`src/rtl/mod_updown_counter.sv`:
```
// Loadable up/down modulo counter with wrap or saturate boundaries, terminal-count pulse
// and sticky overflow. Define MOD_UPDOWN_COUNTER_CAPTURE_EN to add the capture/cap_val port pair.
module mod_updown_counter #(
    parameter int unsigned     WIDTH     = 8,
    parameter logic [WIDTH-1:0] RESET_VAL = '0
) (
    input  logic             clk,
    input  logic             reset,
    input  logic             enable,
    input  logic             up_dn,
    input  logic             sat_mode,
    input  logic             load,
    input  logic [WIDTH-1:0] load_val,
    input  logic [WIDTH-1:0] modulo,
    input  logic             clr_ovf,
`ifdef MOD_UPDOWN_COUNTER_CAPTURE_EN
    input  logic             capture,
    output logic [WIDTH-1:0] cap_val,
`endif
    output logic [WIDTH-1:0] out,
    output logic             tc,
    output logic             ovf
);

    logic [WIDTH-1:0] out_d;
    logic             boundary;
    logic             wrap;

    always_comb begin
        out_d    = out;
        boundary = 1'b0;
        if (load) begin
            out_d = load_val;
        end else if (enable) begin
            if (up_dn) begin
                if (out < modulo) begin
                    out_d = out + 1'b1;
                end else begin
                    // Also covers out above a lowered modulo: treated as reaching the top.
                    boundary = 1'b1;
                    out_d    = sat_mode ? out : '0;
                end
            end else begin
                if (out != '0) begin
                    out_d = out - 1'b1;
                end else begin
                    boundary = 1'b1;
                    out_d    = sat_mode ? '0 : modulo;
                end
            end
        end
    end

    assign wrap = boundary & ~sat_mode;

    always_ff @(posedge clk or posedge reset) begin
        if (reset) begin
            out <= RESET_VAL;
            tc  <= 1'b0;
            ovf <= 1'b0;
        end else begin
            out <= out_d;
            tc  <= boundary;
            // Set has priority over clear on the same edge.
            if (wrap) begin
                ovf <= 1'b1;
            end else if (clr_ovf) begin
                ovf <= 1'b0;
            end
        end
    end

`ifdef MOD_UPDOWN_COUNTER_CAPTURE_EN
    always_ff @(posedge clk or posedge reset) begin
        if (reset) begin
            cap_val <= '0;
        end else if (capture) begin
            cap_val <= out;
        end
    end
`endif

endmodule

```
`config.mk`:
```
export PLATFORM = sky130hd
export DESIGN_NAME = mod_updown_counter
export DESIGN_NICKNAME = d
export VERILOG_FILES = /design/src/rtl/mod_updown_counter.sv
export SDC_FILE = /design/constraint.sdc
export NUM_CORES = 1
export LEC_CHECK = 0
export ABC_AREA = 1
export CORE_ASPECT_RATIO = 1.1
export CORE_MARGIN = 2
export CORE_UTILIZATION = 49
export DETAILED_ROUTE_END_ITERATION = 6
export GPL_TIMING_DRIVEN = 1
export PLACE_DENSITY = 0.81
export SLEW_MARGIN = 20
export SYNTH_ARGS = -nofsm -noshare
export SYNTH_HDL_FRONTEND = slang
export SYNTH_SLANG_ARGS = --single-unit
export TNS_END_PERCENT = 30
```
`constraint.sdc`:
```
create_clock -name clk -period 2 [get_ports clk]
set_input_delay 0.3 -clock clk [delete_from_list [all_inputs] [get_ports clk]]
set_output_delay 0.3 -clock clk [all_outputs]
set_load 0.05 [all_outputs]
```
==> metrics.txt, run 1 <==
pin count of the biggest net entering global routing=16; height of the die=a little under 60 um; CP arrival=approximately 1600 ps; Worst setup SP type=flip-flop; Reg2Reg Setup Slack=240 ps; antenna cells=0; clock latency on the worst-skew pair=between 200 and 300 ps; CTS tree=built; RSZ-0062 raised after global routing=no; Hold Path Class=input port to asynchronous set/reset pin; sequential area share after synthesis=between 10% and 20%; Slew @ Worst Pin=490 ps; ys async rst share=between 90% and 100%; Num CTS Buffers=3; ranking of synthesized cells by area=nand2_1, dfrtp_1, ha_1; clk sinks=10; Via Count=roughly 1.5k; cell family contributing the most delay on the critical path=buffers and inverters; 1st-pass router iterations=4; CP Capture Type=primary output; worst hold margin=about 300 ps; most frequent cell after synthesis=nand2_1; # rows=19; Ys Warns=0; gp weighted congestion=between 0.8 and 0.9; syn_area_per_cell=around 6.0 um^2; share of cells above drive strength 1=about 16%; cells on worst reg2reg path=13; Crit Path Category=flip-flop to primary output; final WL=about 3.5 mm; # Post-CTS Setup Buffers=0; Residual DRC=0; die area=3080 um^2; # fillers=242; initial antenna violation count=0; crit path from=out[1]; Post-DP HPWL=roughly 2.8 mm; CP Depth=1; vias in the first global route=roughly 1.3k; area leader, netlist=nand2_1; post-route ant nets=0; Post-synth EDFFs=0; Crit path required time=between 1500 and 2000 ps; GRT met2 Usage=between 40% and 50%; Synth top area share=about a fifth; multiplexer share of the synthesized area=0%; DR vias/cell=5.13; Final Slew Violations=0; prevailing post-synth register cell=dfrtp_1; Mapped Area=1300 um^2; crit path time final=1920 ps; post-CTS sizing=0; Synth Area in Simple Gates=50.0%; synth cell count leaders=nand2_1, inv_1, nand3_1, nand4_1, nor2_1; IO Pins=33; Synthesized Nets=around 250; Die Width=roughly 53 um; Synth Area in Compound Gates=under 10%; Slew HR=67.2%; Crit-path slowest cell=clkdlybuf4s50_1; DP Worst Slack=-95.5 ps; nets=291; GR Util met3=under 10%; status=completed; #FFs+latches synth=10; Lkg Pwr=around 0.97 nW; Hold Buf Count CTS=0; Reg-to-Reg Start=out[1]; clock-pin slew on the worst setup and hold paths=around 70 ps; worst setup margin=~82 ps; Final period util=a little over nine tenths; CP bufs+invs=1; number of max-cap violations=0; grt met1 use=~34%; first-pass GRT wire length=between 5 and 6 mm; setup violators final=0; Reg2Reg Capture Point=out[6]; grt ovf=0; H-tree depth=1; Crit path largest cell delay=around 850 ps; Clock Tree Root=clkbuf_4; endpoints failing hold=0; DRC violation total after the first TritonRoute iteration=between 40 and 50; CTS max path bufs=2; pwr/cell area=about 700 nW/um^2; Port-buffer cells=32; adder-cell share of the synthesized area=9.63%; Post-Syn Instances=216; core area=2520 um^2; Layout Skew=approximately 1.8 ps; critical-path cell list=clkdlybuf4s50_1; Max IR drop VDD=approximately 0.64 mV; initial core utilization=51.5%; GRT busiest layer=met2; f_max=around 520 MHz; Critical Path Sink=out[1]; average wire per cell in the routed design=approximately 12 um; Layout area overhead=33.2%; GRT Util Overall=between 20% and 30%; post-synth cell types=26; xor and xnor area share after synthesis=roughly 2.7%; CP Max Fanout=6; largest family of logic cells by synthesized area=simple AND/OR/NAND/NOR gates
-- stage by stage --
step	power (mW)	instances	utilization [%]	instance area [um^2]	setup TNS, ps
floorplan	0.776	216	-	1300	0
finish	1.21	288	68.7	1730	0
global placement	1.01	284	67.0	1690	-431
CTS	1.20	288	68.5	1730	0
detailed placement	1.01	284	67.0	1690	-648
global route	1.30	288	68.7	1730	0
-- final cells by class --
| cell class | count | area (um^2) | area share, % |
|---|---|---|---|
| flip-flops and latches | 10 | 250 | 14.5 |
| multi-input cells | 166 | 886 | 51.2 |
| repair buffers | 42 | 383 | 22.1 |
| well taps | 31 | 38.8 | 2.24 |
| inverters | 35 | 136 | 7.88 |
| clock buffers | 4 | 36.3 | 2.10 |
-- report_power, final --
group | switching, mW | leakage (nW) | total, mW | internal [mW]
Combinational | 0.443 | 0.826 | 0.720 | 0.277
Clock | 0.0722 | 0.0210 | 0.183 | 0.111
Sequential | 0.0685 | 0.123 | 0.302 | 0.234
-- placed cells by master, fill, tap and decap left out, types with 5 or more instances in the layout --
cell	count
a21oi_1	7
buf_4	15
clkdlybuf4s50_1	27
dfrtp_1	10
ha_1	10
inv_1	31
nand2_1	73
nand2_2	5
nand3_1	22
nand4_1	12
nor2_1	12
or2_2	8
-- worst min path at each step --
stage	start	endpoint	slack, ps	cells after the start
floorplan	reset	out[0]	140	1
global placement	ovf	ovf	540	2
detailed placement	ovf	ovf	540	2
CTS	reset	tc	300	2
global route	reset	out[4]	310	2
finish	reset	out[0]	300	2
-- layer usage --
metal,part of all wire [%],wire (um)
met5,0,0
met2,49,1700
met1,46,1610
met4,1.0,35
met3,4.4,154
-- cells by family after synthesis --
| kind of cell | count (synthesis) |
|---|---|
| adder cells (fa/ha/maj) | 10 |
| flip-flops | 10 |
| AND/OR/NAND/NOR | 139 |
| AO/OA/AOI/OAI | 13 |
| XOR/XNOR | 4 |
| buffers and inverters | 40 |
-- flip-flops by register name, indices dropped and copies added (netlist names) --
register / count
ovf: 1
out: 8
tc: 1
Power figures use the tool's default switching activity.
==> run 2: changes to the inputs <==
--- a/config.mk
+++ b/config.mk
@@ -6,13 +6,12 @@
 export NUM_CORES = 1
 export LEC_CHECK = 0
 export ABC_AREA = 1
-export CORE_ASPECT_RATIO = 1.1
+export CORE_ASPECT_RATIO = 0.5
 export CORE_MARGIN = 2
-export CORE_UTILIZATION = 49
+export CORE_UTILIZATION = 35
 export DETAILED_ROUTE_END_ITERATION = 6
 export GPL_TIMING_DRIVEN = 1
-export PLACE_DENSITY = 0.81
-export SLEW_MARGIN = 20
+export PLACE_DENSITY = 0.61
 export SYNTH_ARGS = -nofsm -noshare
 export SYNTH_HDL_FRONTEND = slang
 export SYNTH_SLANG_ARGS = --single-unit
==> metrics.txt, run 2 (same netlist as run 1, synthesis figures left out) <==
clock latency on the worst-skew pair=230 ps (-40 ps); H-tree depth=1 (unchanged); Crit Path Category=input port to flip-flop; Residual DRC=0 (unchanged); first-pass GRT wire length=6.53 mm (+15%); Final Slew Violations=0 (unchanged); Layout Skew=1.84 ps (+0.0639 ps); nets=297 (+2.1%); RSZ-0062 raised after global routing=yes; DRC violation total after the first TritonRoute iteration=167 (+300%); grt ovf=0 (unchanged); height of the die=47.1 um (-19%); final WL=4.28 mm (+22%); Crit path required time=2120 ps (+420 ps); CP Max Fanout=8 (+2); initial antenna violation count=0 (unchanged); Clock Tree Root=clkbuf_8; Placed Instance Area=1750 um^2 (+3.6%); average wire per cell in the routed design=13.6 um (+12%); Design Area, Final=1820 um^2 (+5.1%); worst hold margin=347 ps (+51.8 ps); crit path from=modulo[7]; commonest non-fill, non-tap cell in the layout=nand2_1; core area=3490 um^2 (+39%); crit path time final=1920 ps (+1.68 ps); gp weighted congestion=0.910 (+4.1%); endpoints failing hold=0 (unchanged); clk sinks=10 (unchanged); IO Pins=33 (unchanged); Max IR drop VDD=0.577 mV (-10%); Port-buffer cells=32 (unchanged); Via Count=1529 (+3.5%); setup violators final=0 (unchanged); pwr/cell area=728 nW/um^2 (+4.5%); Die Width=90.1 um (+70%); share of cells above drive strength 1=19.4% (+3.0 points); die area=4240 um^2 (+38%); CP arrival=2040 ps (+420 ps); vias in the first global route=1288 (-1.4%); post-route ant nets=0 (unchanged); CTS max path bufs=2 (unchanged); Slew @ Worst Pin=515 ps (+25.1 ps); CP Capture Type=flip-flop; antenna cells=0 (unchanged); status=completed; Worst setup SP type=input port; # rows=15 (-4); DR vias/cell=4.87 (-5.1%); Hold Path Class=input port to asynchronous set/reset pin; Hold Buf Count CTS=0 (unchanged); Lkg Pwr=1.01 nW (+3.7%); f_max=521 MHz (about the same); GRT Util Overall=20.2% (-4.7 points); Post-DP HPWL=3.45 mm (+22%); most frequent cells in the layout=nand2_1, inv_1, clkdlybuf4s50_1, nand3_1, buf_4; Layout area overhead=40.0%; biggest regs=out x8, ovf x1, tc x1; Slew HR=65.5% (-1.7 points); pin count of the biggest net entering global routing=16 (unchanged); clock-pin slew on the worst setup and hold paths=50 ps (-20 ps); max reg flops=8 (unchanged); number of max-cap violations=0 (unchanged); 1st-pass router iterations=5 (+1); Final period util=96.0% (about the same); CTS tree=built; Largest Register=out; Num CTS Buffers=3 (unchanged); Reg-to-Reg Start=out[1]; initial core utilization=37.2% (-14 points)
[run 2: area by class of cell]
class | count | area, um^2
Tap cell | 51 | 63.8
Sequential cell | 10 | 250
Inverter | 35 | 136
Fill cell | 374 | 1670
Clock buffer | 4 | 55.1
Timing Repair Buffer | 47 | 418
Multi-Input combinational cell | 167 | 895
[run 2: worst paths after layout]
check	end	slack [ps]	cells after the start
setup / recovery	out[4]	80	12
hold / removal	out[7]	350	2
setup reg to reg	out[6]	170	13
hold reg to reg	ovf	540	2
max in group asynchronous	out[4]	1370	2
min in group clk	ovf	540	2
[run 2: metrics by stage]
stage | setup WS, ps | power, mW | setup TNS [ps] | std cells | util [%]
6_report | 80.1 | 1.32 | 0 | 314 | 52.1
4_1_cts | 130 | 1.30 | 0 | 313 | 51.7
3_3_place_gp | -81.5 | 1.05 | -663 | 309 | 50.1
5_1_grt | -37.6 | 1.42 | -128 | 314 | 52.1
2_1_floorplan | 4.77 | 0.776 | 0 | 216 | -
3_5_place_dp | -105 | 1.05 | -731 | 309 | 50.1
[run 2: power breakdown]
group	switching, mW	internal, mW	total [mW]
logic	0.486	0.296	0.782
clock network	0.0758	0.173	0.248
registers	0.0574	0.235	0.292
total	0.619	0.703	1.32
[run 2: timing repair]
item | CTS | global route
resized for setup | 0 | 2
buffers inserted | 0 | 0
endpoints found under the setup margin | 0 | 5
[run 2: routing by layer]
| layer | track usage, % | vias up | share of wire, % | wire length, um |
|---|---|---|---|---|
| met5 | 0 | - | 0 | 0 |
| met3 | 1.93 | 2 | 5.8 | 248 |
| met4 | 4.62 | 0 | 0.30 | 13 |
| met2 | 30.2 | 50 | 43 | 1830 |
| met1 | 31.5 | 698 | 51 | 2180 |
| li1 | - | 779 | - | - |
[run 2: critical path, stage by stage]
cell and delay [ps]:
clkdlybuf4s50_1 470, inv_1 40, ha_1 330, a21oi_2 190, o21a_1 190, nand2_2 60
nand2_2 60, nand2_2 70, nand2_4 100, clkinv_4 90, nand2_1 70, nand2_1 60
==> run 3: changes to the inputs <==
--- a/config.mk
+++ b/config.mk
@@ -9,6 +9,7 @@
 export CORE_ASPECT_RATIO = 0.5
 export CORE_MARGIN = 2
 export CORE_UTILIZATION = 35
+export CTS_CLUSTER_DIAMETER = 30
 export DETAILED_ROUTE_END_ITERATION = 6
 export GPL_TIMING_DRIVEN = 1
 export PLACE_DENSITY = 0.61
==> results of run 3 <==
Same layout as run 2: the final DEF is identical, and so are final timing and power.
